File: src/rtl/mips_pkg.sv
// Shared definitions for the MIPS fetch stage: address map, FSM states,
// redirect kinds and the fetch-address legality check.
package mips_pkg;

   localparam logic [31:0] RESET_PC   = 32'h0000_3000;
   localparam logic [31:0] EXC_VECTOR = 32'h0000_4180;
   localparam logic [31:0] IM_BASE    = 32'h0000_3000;
   localparam logic [31:0] IM_LIMIT   = 32'h0000_6FFC;

   typedef enum logic [1:0] {
      RST = 2'd0,
      REQ = 2'd1,
      ERR = 2'd2
   } fetch_state_t;

   // Encoded so that a larger value means a higher redirect priority.
   typedef enum logic [1:0] {
      NONE = 2'd0,
      BR   = 2'd1,
      ERET = 2'd2,
      EXC  = 2'd3
   } redir_kind_t;

   // A fetch address is legal when word aligned and inside instruction memory.
   function automatic logic pc_is_legal(input logic [31:0] pc);
      return (pc[1:0] == 2'b00) && (pc >= IM_BASE) && (pc <= IM_LIMIT);
   endfunction

endpackage

File: src/rtl/pc_redirect_buf.sv
// One-entry buffer for a redirect that arrives while a fetch is waiting for
// its grant. Also merges the incoming redirect with the pending one so the
// top level sees a single "winning" redirect each cycle.
module pc_redirect_buf
   import mips_pkg::*;
(
   input  logic        clk,
   input  logic        reset,
   input  logic        active,
   input  logic        gnt,
   input  logic [1:0]  in_kind,
   input  logic [31:0] in_pc,
   output logic [1:0]  sel_kind,
   output logic [31:0] sel_pc
);

   logic        pend_v;
   logic [1:0]  pend_kind;
   logic [31:0] pend_pc;
   logic        take_in;

   // Incoming redirect wins over the pending one when its priority is equal
   // or higher; an equal-priority newcomer carries the more recent target.
   always_comb begin
      take_in  = (in_kind != NONE) && (in_kind >= pend_kind);
      sel_kind = pend_kind;
      sel_pc   = pend_pc;
      if (take_in) begin
         sel_kind = in_kind;
         sel_pc   = in_pc;
      end
   end

   // Pending entry: emptied on grant (target consumed) or when not fetching,
   // otherwise holds the winning redirect while the address must stay put.
   always_ff @(posedge clk or negedge reset) begin
      if (!reset) begin
         pend_v    <= 1'b0;
         pend_kind <= NONE;
         pend_pc   <= RESET_PC;
      end else if (!active || gnt) begin
         pend_v    <= 1'b0;
         pend_kind <= NONE;
      end else if (sel_kind != NONE) begin
         pend_v    <= 1'b1;
         pend_kind <= sel_kind;
         pend_pc   <= sel_pc;
      end
   end

   // pend_kind is NONE exactly when the entry is empty; pend_v is kept as an
   // explicit flag for readability in waveforms.
   logic unused_pend_v;
   assign unused_pend_v = pend_v;

endmodule

File: src/rtl/pc_fetch_sequencer.sv
// Fetch-stage PC owner: selects the next PC (exception, eret, branch, PC+4),
// drives the instruction-memory request/grant handshake and flags illegal
// fetch addresses to CP0.
module pc_fetch_sequencer
   import mips_pkg::*;
(
   input  logic        clk,
   input  logic        reset,
   input  logic        stall_i,
   input  logic        exc_req_i,
   input  logic        eret_i,
   input  logic [31:0] epc_i,
   input  logic        br_redirect_i,
   input  logic [31:0] br_target_i,
   output logic        imem_req_o,
   output logic [31:0] imem_addr_o,
   input  logic        imem_gnt_i,
   output logic        if_valid_o,
   output logic [31:0] pc_f_o,
   output logic        adel_o
);

   fetch_state_t state_reg;
   logic [31:0]  pc_reg;
   logic [31:0]  pc_next;
   redir_kind_t  in_kind;
   logic [31:0]  in_pc;
   logic [1:0]   sel_kind;
   logic [31:0]  sel_pc;
   logic         squash;

   // Collapse the three redirect inputs into one prioritised request.
   always_comb begin
      in_kind = NONE;
      in_pc   = pc_reg;
      if (exc_req_i) begin
         in_kind = EXC;
         in_pc   = EXC_VECTOR;
      end else if (eret_i) begin
         in_kind = ERET;
         in_pc   = epc_i;
      end else if (br_redirect_i) begin
         in_kind = BR;
         in_pc   = br_target_i;
      end
   end

   pc_redirect_buf u_redirect_buf (
      .clk      (clk),
      .reset    (reset),
      .active   (state_reg == REQ),
      .gnt      (imem_gnt_i),
      .in_kind  (in_kind),
      .in_pc    (in_pc),
      .sel_kind (sel_kind),
      .sel_pc   (sel_pc)
   );

   // Next PC while fetching: the address only moves on a grant, to the
   // redirect target if any, else PC+4 unless the decode stage is stalled.
   always_comb begin
      squash  = imem_gnt_i && ((sel_kind == EXC) || (sel_kind == ERET));
      pc_next = pc_reg;
      if (imem_gnt_i) begin
         if (sel_kind != NONE) begin
            pc_next = sel_pc;
         end else if (!stall_i) begin
            pc_next = pc_reg + 32'd4;
         end
      end
   end

   // Fetch FSM and PC register; an illegal next PC parks the block in ERR
   // until CP0 takes the address-error exception.
   always_ff @(posedge clk or negedge reset) begin
      if (!reset) begin
         state_reg <= RST;
         pc_reg    <= RESET_PC;
      end else begin
         case (state_reg)
            RST: begin
               state_reg <= REQ;
            end
            REQ: begin
               pc_reg    <= pc_next;
               state_reg <= pc_is_legal(pc_next) ? REQ : ERR;
            end
            ERR: begin
               if (exc_req_i) begin
                  pc_reg    <= EXC_VECTOR;
                  state_reg <= REQ;
               end
            end
            default: begin
               state_reg <= RST;
            end
         endcase
      end
   end

   assign imem_req_o  = (state_reg == REQ);
   assign imem_addr_o = pc_reg;
   assign pc_f_o      = pc_reg;
   assign adel_o      = (state_reg == ERR);
   assign if_valid_o  = imem_gnt_i && !stall_i && !squash && (state_reg == REQ);

endmodule

File: config.mk
export PLATFORM = sky130hd
export DESIGN_NAME = pc_fetch_sequencer
export DESIGN_NICKNAME = d
export VERILOG_FILES = /design/src/rtl/mips_pkg.sv /design/src/rtl/pc_redirect_buf.sv /design/src/rtl/pc_fetch_sequencer.sv
export SDC_FILE = /design/constraint.sdc
export NUM_CORES = 1
export LEC_CHECK = 0
export BUFFER_PORTS_ARGS = -buffer_cell sky130_fd_sc_hd__clkbuf_2
export CORE_MARGIN = 3
export CORE_UTILIZATION = 55
export CTS_BUF_LIST = sky130_fd_sc_hd__clkbuf_16
export DETAILED_ROUTE_END_ITERATION = 16
export HOLD_SLACK_MARGIN = 0.08
export MAX_ROUTING_LAYER = met4
export PLACE_DENSITY_LB_ADDON = 0.15
export SETUP_SLACK_MARGIN = 0.02
export SLEW_MARGIN = 10
export SYNTH_ARGS = -nofsm -noshare
export SYNTH_HDL_FRONTEND = slang
export SYNTH_SLANG_ARGS = --single-unit
File: constraint.sdc
create_clock -name clk -period 4.7 [get_ports clk]
set_clock_uncertainty 0.05 [all_clocks]
set_input_delay 0.94 -clock clk [delete_from_list [all_inputs] [get_ports clk]]
set_output_delay 0.94 -clock clk [all_outputs]
set_load 0.02 [all_outputs]
Word level (Yosys, flattened, before mapping):

Cells that the tools add are included.

* register bits after elaboration: 68
* latch bits: 0
* bits in writable memories: 0
* ROM bits: 0
* output and inout bits: 67
* word-level logic and storage cells: 52
* memories kept: 0

* add/subtract/negate cells: 1
* multipliers: 0
* divide/modulo/power cells: 0
* magnitude comparators: 3
* equality and inequality tests: 5
* shift operators: 0
* mux-type cells: 18
* bitwise operators: 1
* reduce and logical (&&, ||, !) cells: 20

Operators with widths (count)
* two-way mux 32 bit: 8
* case mux 32 bit (2 select lines): 1
* adder 32 x 3 -> 32 bit, second input constant: 1
* >= comparator 32 x 14 -> 1 bit, second input constant: 1
* <= comparator 32 x 15 -> 1 bit, second input constant: 1
* two-way mux 2 bit: 7
* nonzero test 2 bit: 4
* logical AND 1 bit: 7
* equality test 2 bit, second input constant: 3
* case mux 2 bit (3 select lines): 1
* logical NOT 2 bit: 2
* AND reduction 2 bit: 2
* logical NOT 1 bit: 3
* equality test 2 x 1 -> 1 bit, second input constant: 1
* >= comparator 2 bit: 1
* logical OR 1 bit: 2
* != test 2 bit, second input constant: 1
* two-way mux 1 bit: 1
* inverter 1 bit: 1

Logic depth before layout (Yosys ltp):

* word-level depth: 14
* mapped depth: 16
* mapped depth without buffers: 12

Hierarchy:

Synthesis repeated with hierarchy kept, for this count alone.

* cell total of the unflattened synthesis: 682
* area, all modules: 5659.2 sq um

Modules (own cells, without submodules)
* pc_fetch_sequencer: times used 1, cells each 516, area an instance 3692.3 sq um
* pc_redirect_buf: times used 1, cells each 166, area an instance 1966.9 sq um

Least setup slack after synthesis:

No wires, ideal clock.

* path kind: input port to output port
* from: input port exc_req_i
* to: output port if_valid_o
* arrival: 3.398 ns
* required time: 3.710 ns
* slack: 0.312 ns
* cell stages on the path: 11
* cell sequence: buf_6 > clkbuf_1 > buf_1 > nor2_1 > ha_1 > nand2b_1 > a21o_1 > clkbuf_1 > a21oi_1 > a21oi_1 > nor3b_1

* longest elaborated chain between the ends: 10
* elaborated cells on any way between the ends: 12
* classes of those cells: order compare: 1; eq/ne: 2; mux: 2; reduce/logical: 7

RTL lines
* start: declaration: RTL line pc_fetch_sequencer.sv:10 `input logic exc_req_i,`
* two-way mux 2 bit *: RTL line pc_fetch_sequencer.sv:36 `if (exc_req_i) begin`
* >= comparator 2 bit or nonzero test 2 bit (tied branches): RTL line pc_redirect_buf.sv:25 `take_in = (in_kind != NONE) && (in_kind >= pend_kind);`
* logical AND 1 bit: RTL line pc_redirect_buf.sv:25
* two-way mux 2 bit *: RTL line pc_redirect_buf.sv:28 `if (take_in) begin`
* equality test 2 bit: RTL line pc_fetch_sequencer.sv:62 `squash = imem_gnt_i && ((sel_kind == EXC) || (sel_kind == ERET));`
* logical OR 1 bit *: RTL line pc_fetch_sequencer.sv:62
* logical AND 1 bit *: RTL line pc_fetch_sequencer.sv:62
* logical NOT 1 bit *: RTL line pc_fetch_sequencer.sv:105 `assign if_valid_o = imem_gnt_i && !stall_i && !squash && (state_reg == REQ);`
* logical AND 1 bit * (2 in series): RTL line pc_fetch_sequencer.sv:105
* end: declaration: RTL line pc_fetch_sequencer.sv:18 `output logic if_valid_o,`

Mark *: on every way between the ends. The rest lies on a longest branch, timed or not.

Final worst setup path:

* from: input port br_redirect_i
* to: output port if_valid_o

* longest elaborated chain between the ends: 12
* elaborated cells on any way between the ends: 14
* classes of those cells: order compare: 1; eq/ne: 2; mux: 4; reduce/logical: 7

RTL lines
* start: declaration: RTL line pc_fetch_sequencer.sv:13 `input logic br_redirect_i,`
* two-way mux 1 bit *: RTL line pc_fetch_sequencer.sv:42 `end else if (br_redirect_i) begin`
* two-way mux 2 bit *: RTL line pc_fetch_sequencer.sv:39 `end else if (eret_i) begin`
* two-way mux 2 bit *: RTL line pc_fetch_sequencer.sv:36
* >= comparator 2 bit or nonzero test 2 bit (tied branches): RTL line pc_redirect_buf.sv:25
* logical AND 1 bit: RTL line pc_redirect_buf.sv:25
* two-way mux 2 bit *: RTL line pc_redirect_buf.sv:28
* equality test 2 bit: RTL line pc_fetch_sequencer.sv:62
* logical OR 1 bit *: RTL line pc_fetch_sequencer.sv:62
* logical AND 1 bit *: RTL line pc_fetch_sequencer.sv:62
* logical NOT 1 bit *: RTL line pc_fetch_sequencer.sv:105
* logical AND 1 bit * (2 in series): RTL line pc_fetch_sequencer.sv:105

Marked as above.

==> key figures <==
Run status
  • Status: finished clean

Placement
  • HPWL reported at the end of detailed placement: approximately 15,000 um
  • Placed inst area: 0.00602 sq mm
  • Buffers added on ports: ~140
  • Gp weighted congestion: ~1
  • Post-Place Cells: just over 900

Timing
  • Period minus WS final: ~4 ns
  • Final Max Slew Viols: 0
  • WHS: 0.428 ns
  • RSZ-0062 raised after global routing: false
  • Setup TNS Final: 0 ns
  • # setup viols final: 0
  • Fmax: ~0.25 GHz
  • Slew HR: 30.8%
  • Crit share post-route: 83.5%
  • Hold violation count in the final report: 0
  • Actual slew at the worst max-slew pin: 1.04 ns

Global routing
  • Largest net degree at the start of global routing: 49
  • Wire length of the first global-routing pass: between 30,000 and 40,000 um
  • All-Layer GR Usage: between 30% and 40%
  • Initial antenna violation count: 0
  • Vias in the first global route: roughly 5,900
  • Final global-route overflow total: 0

Drt
  • Drt first-iter violations: 652
  • Via count: 6,048
  • Wirelength, routed: about 20,000 um
  • DRC: 0
  • Pre-Repair DR Iteration Count: 5
  • Detail Route Antenna Nets: 0
  • Vias per cell: roughly 6.5
  • DR WL/cell: 21.8 um

Clock network
  • Number of post-CTS setup repair buffers: 0
  • # hold bufs at CTS: 0
  • Max clock buf depth: 2
  • CTS tree: yes
  • Clk slew on worst S/H paths: about 0.050 ns
  • Clock tree root driver cell: clkbuf_16
  • Htree depth: 3
  • Num CTS Buffers: 9
  • CTS Sinks: 68
  • Post_cts resized: 0
  • Worst skew pair latency: 0.34 ns

Setup path
  • Crit path largest cell delay: 0.30 ns
  • End of the critical path: if_valid_o
  • Crit-path cells: clkbuf_2, nor2b_1, nor2_1, ha_1, nand2b_1, a21o_1, buf_4, a21oi_1, a21oi_1, nor3b_1, clkbuf_2
  • Max FO, Critical Path: 12
  • Critical path class: primary input to output port
  • Number of cells on the critical path: 11
  • Reg2Reg Depth: 10
  • Req. time, crit path: 3.71 ns
  • Crit path max-delay family: simple AND/OR/NAND/NOR gates
  • Critical Path Source Type: primary input
  • CP Capture Type: output port
  • Critical path arrival: 2.93 ns
  • Worst path slowest cell: a21oi_1
  • Reg2reg end: state_reg[1]
  • Buffers & Inverters on Critical Path: 3
  • R2R Setup Slk: 1.31 ns
  • R2r startpoint: u_redirect_buf.pend_kind[0]
  • CP startpoint: br_redirect_i

Finish
  • N_diodes: 0
  • Final instance area: 0.00634 sq mm
  • Share of cells above drive strength 1: 26.3%
  • Final net count: ~870
  • Commonest cells after routing, fill and taps aside: nand2_1, clkbuf_2, dfrtp_1
  • Final cell count without fillers: between 900 and 1,000
  • Commonest non-fill, non-tap cell in the layout: nand2_1
  • Layout area overhead: 16.0%

Logic synthesis
  • EDFF count, synth: 0
  • Sequential area share after synthesis: 31.2%
  • Area fraction of the dominant cell type after synthesis: roughly 29%
  • Number of library cell types mapped by synthesis: 79
  • Synthesized Nets: 784
  • Asr flop ratio synth: 100%
  • Post-synth top flop: dfrtp_1
  • Synth Warn #: 0
  • Syn Inst Count: 710
  • Mapped Avg Cell Area: 7.70 sq um
  • Dominant cells by area after synthesis: dfrtp_1, nand2_1, a21oi_1
  • Flops & latches, synth: around 70
  • Top cell type by total area after synthesis: dfrtp_1
  • Synthesized cell area: 0.00546 sq mm

Die
  • Core area: approximately 0.0095 sq mm
  • Die ar.: 0.0112 sq mm
  • DIE WIDTH: between 100 and 150 um
  • Chip Height: between 100 and 150 um
  • Std-Cell Rows: 35
  • Starting Density: between 50% and 60%
  • I/O Pins: 138

Power
  • Pwr dens: approximately 590 mW/mm^2
  • Sw frac: 49.0%
  • Clock Power Share: between 15 and 20%
  • P_sw: ~1.8 mW
  • Pleak: ~3.0 nW
  • Pint: around 1.9 mW
  • Comb pwr share: a little under half
  • Peak VDD IR: roughly 0.00038 V
  • Share of power burned in registers: 32.3%

Min path
  • Hold crit path type: flop to flop

Flow run
  • Max-Cap Viols: 0
-- power groups by stage --
| stage | Combinational (mW) | Sequential (mW) | Clock [mW] |
|---|---|---|---|
| floorplan | 1.23 | 1.17 | 0 |
| global placement | 1.75 | 1.19 | 0 |
| detailed placement | 1.76 | 1.20 | 0 |
| CTS | 1.78 | 1.19 | 0.738 |
| global route | 1.94 | 1.24 | 0.769 |
| finish | 1.80 | 1.21 | 0.740 |
-- cells in the mapped netlist (9+ instances only) --
library cell / number
a211oi_1: 11
a21o_1: 9
a21oi_1: 56
a22o_1: 10
buf_2: 11
buf_4: 33
clkbuf_1: 30
dfrtp_1: 64
inv_1: 11
mux2i_1: 24
nand2_1: 137
nand3_1: 19
nor2_1: 54
nor3_1: 16
o211a_1: 10
o211ai_1: 11
o21ai_0: 51
-- metrics by stage --
step	worst slack (ns)	total power [mW]	util [%]
2_1_floorplan	0.312	2.40	-
3_3_place_gp	0.624	2.94	63.7
3_5_place_dp	0.490	2.96	63.7
4_1_cts	0.819	3.71	67.0
5_1_grt	0.551	3.95	67.0
6_report	0.776	3.75	67.0
-- metal layers --
| metal | part of all wire [%] | global-route usage [%] | vias up |
|---|---|---|---|
| li1 | - | - | 2722 |
| met1 | 38 | 46.0 | 2820 |
| met5 | 0 | - | - |
| met3 | 8.4 | 5.08 | 92 |
| met4 | 5.9 | 19.8 | 0 |
| met2 | 48 | 61.8 | 414 |
-- cell families after synthesis --
family,count (synthesis),share of synthesized area (%)
AO/OA/AOI/OAI,221,27.0
XOR/XNOR,1,0.160
adder cells (fa/ha/maj),3,0.687
buffers and inverters,96,9.39
flip-flops,68,31.2
multiplexers,32,6.05
AND/OR/NAND/NOR,289,25.5
-- tightest hold or removal path, stage by stage (launching register included) --
cell and delay, ns:
dfstp_2 0.37, nand2_1 0.05, nand2_1 0.06
-- layout make-up --
cell class | instances | area [sq um]
timing repair buffer | 159 | 851
clock inverter | 7 | 92.6
multi-input combinational | 546 | 3250
inverter | 13 | 48.8
clock buffer | 9 | 225
tap | 129 | 161
sequential | 68 | 1710
fill | 863 | 3120
-- how the worst min path moves through the flow --
stage,start,endpoint,slack [ns],depth (start not counted)
2_1_floorplan,state_reg[1],state_reg[1],0.39,1
3_3_place_gp,u_redirect_buf.pend_pc[13],u_redirect_buf.pend_pc[13],0.40,2
3_5_place_dp,u_redirect_buf.pend_pc[13],u_redirect_buf.pend_pc[13],0.41,2
4_1_cts,u_redirect_buf.pend_pc[13],u_redirect_buf.pend_pc[13],0.42,2
5_1_grt,u_redirect_buf.pend_pc[13],u_redirect_buf.pend_pc[13],0.45,2
6_report,u_redirect_buf.pend_pc[13],u_redirect_buf.pend_pc[13],0.43,2
No activity file was read; power rests on OpenSTA's default activity.
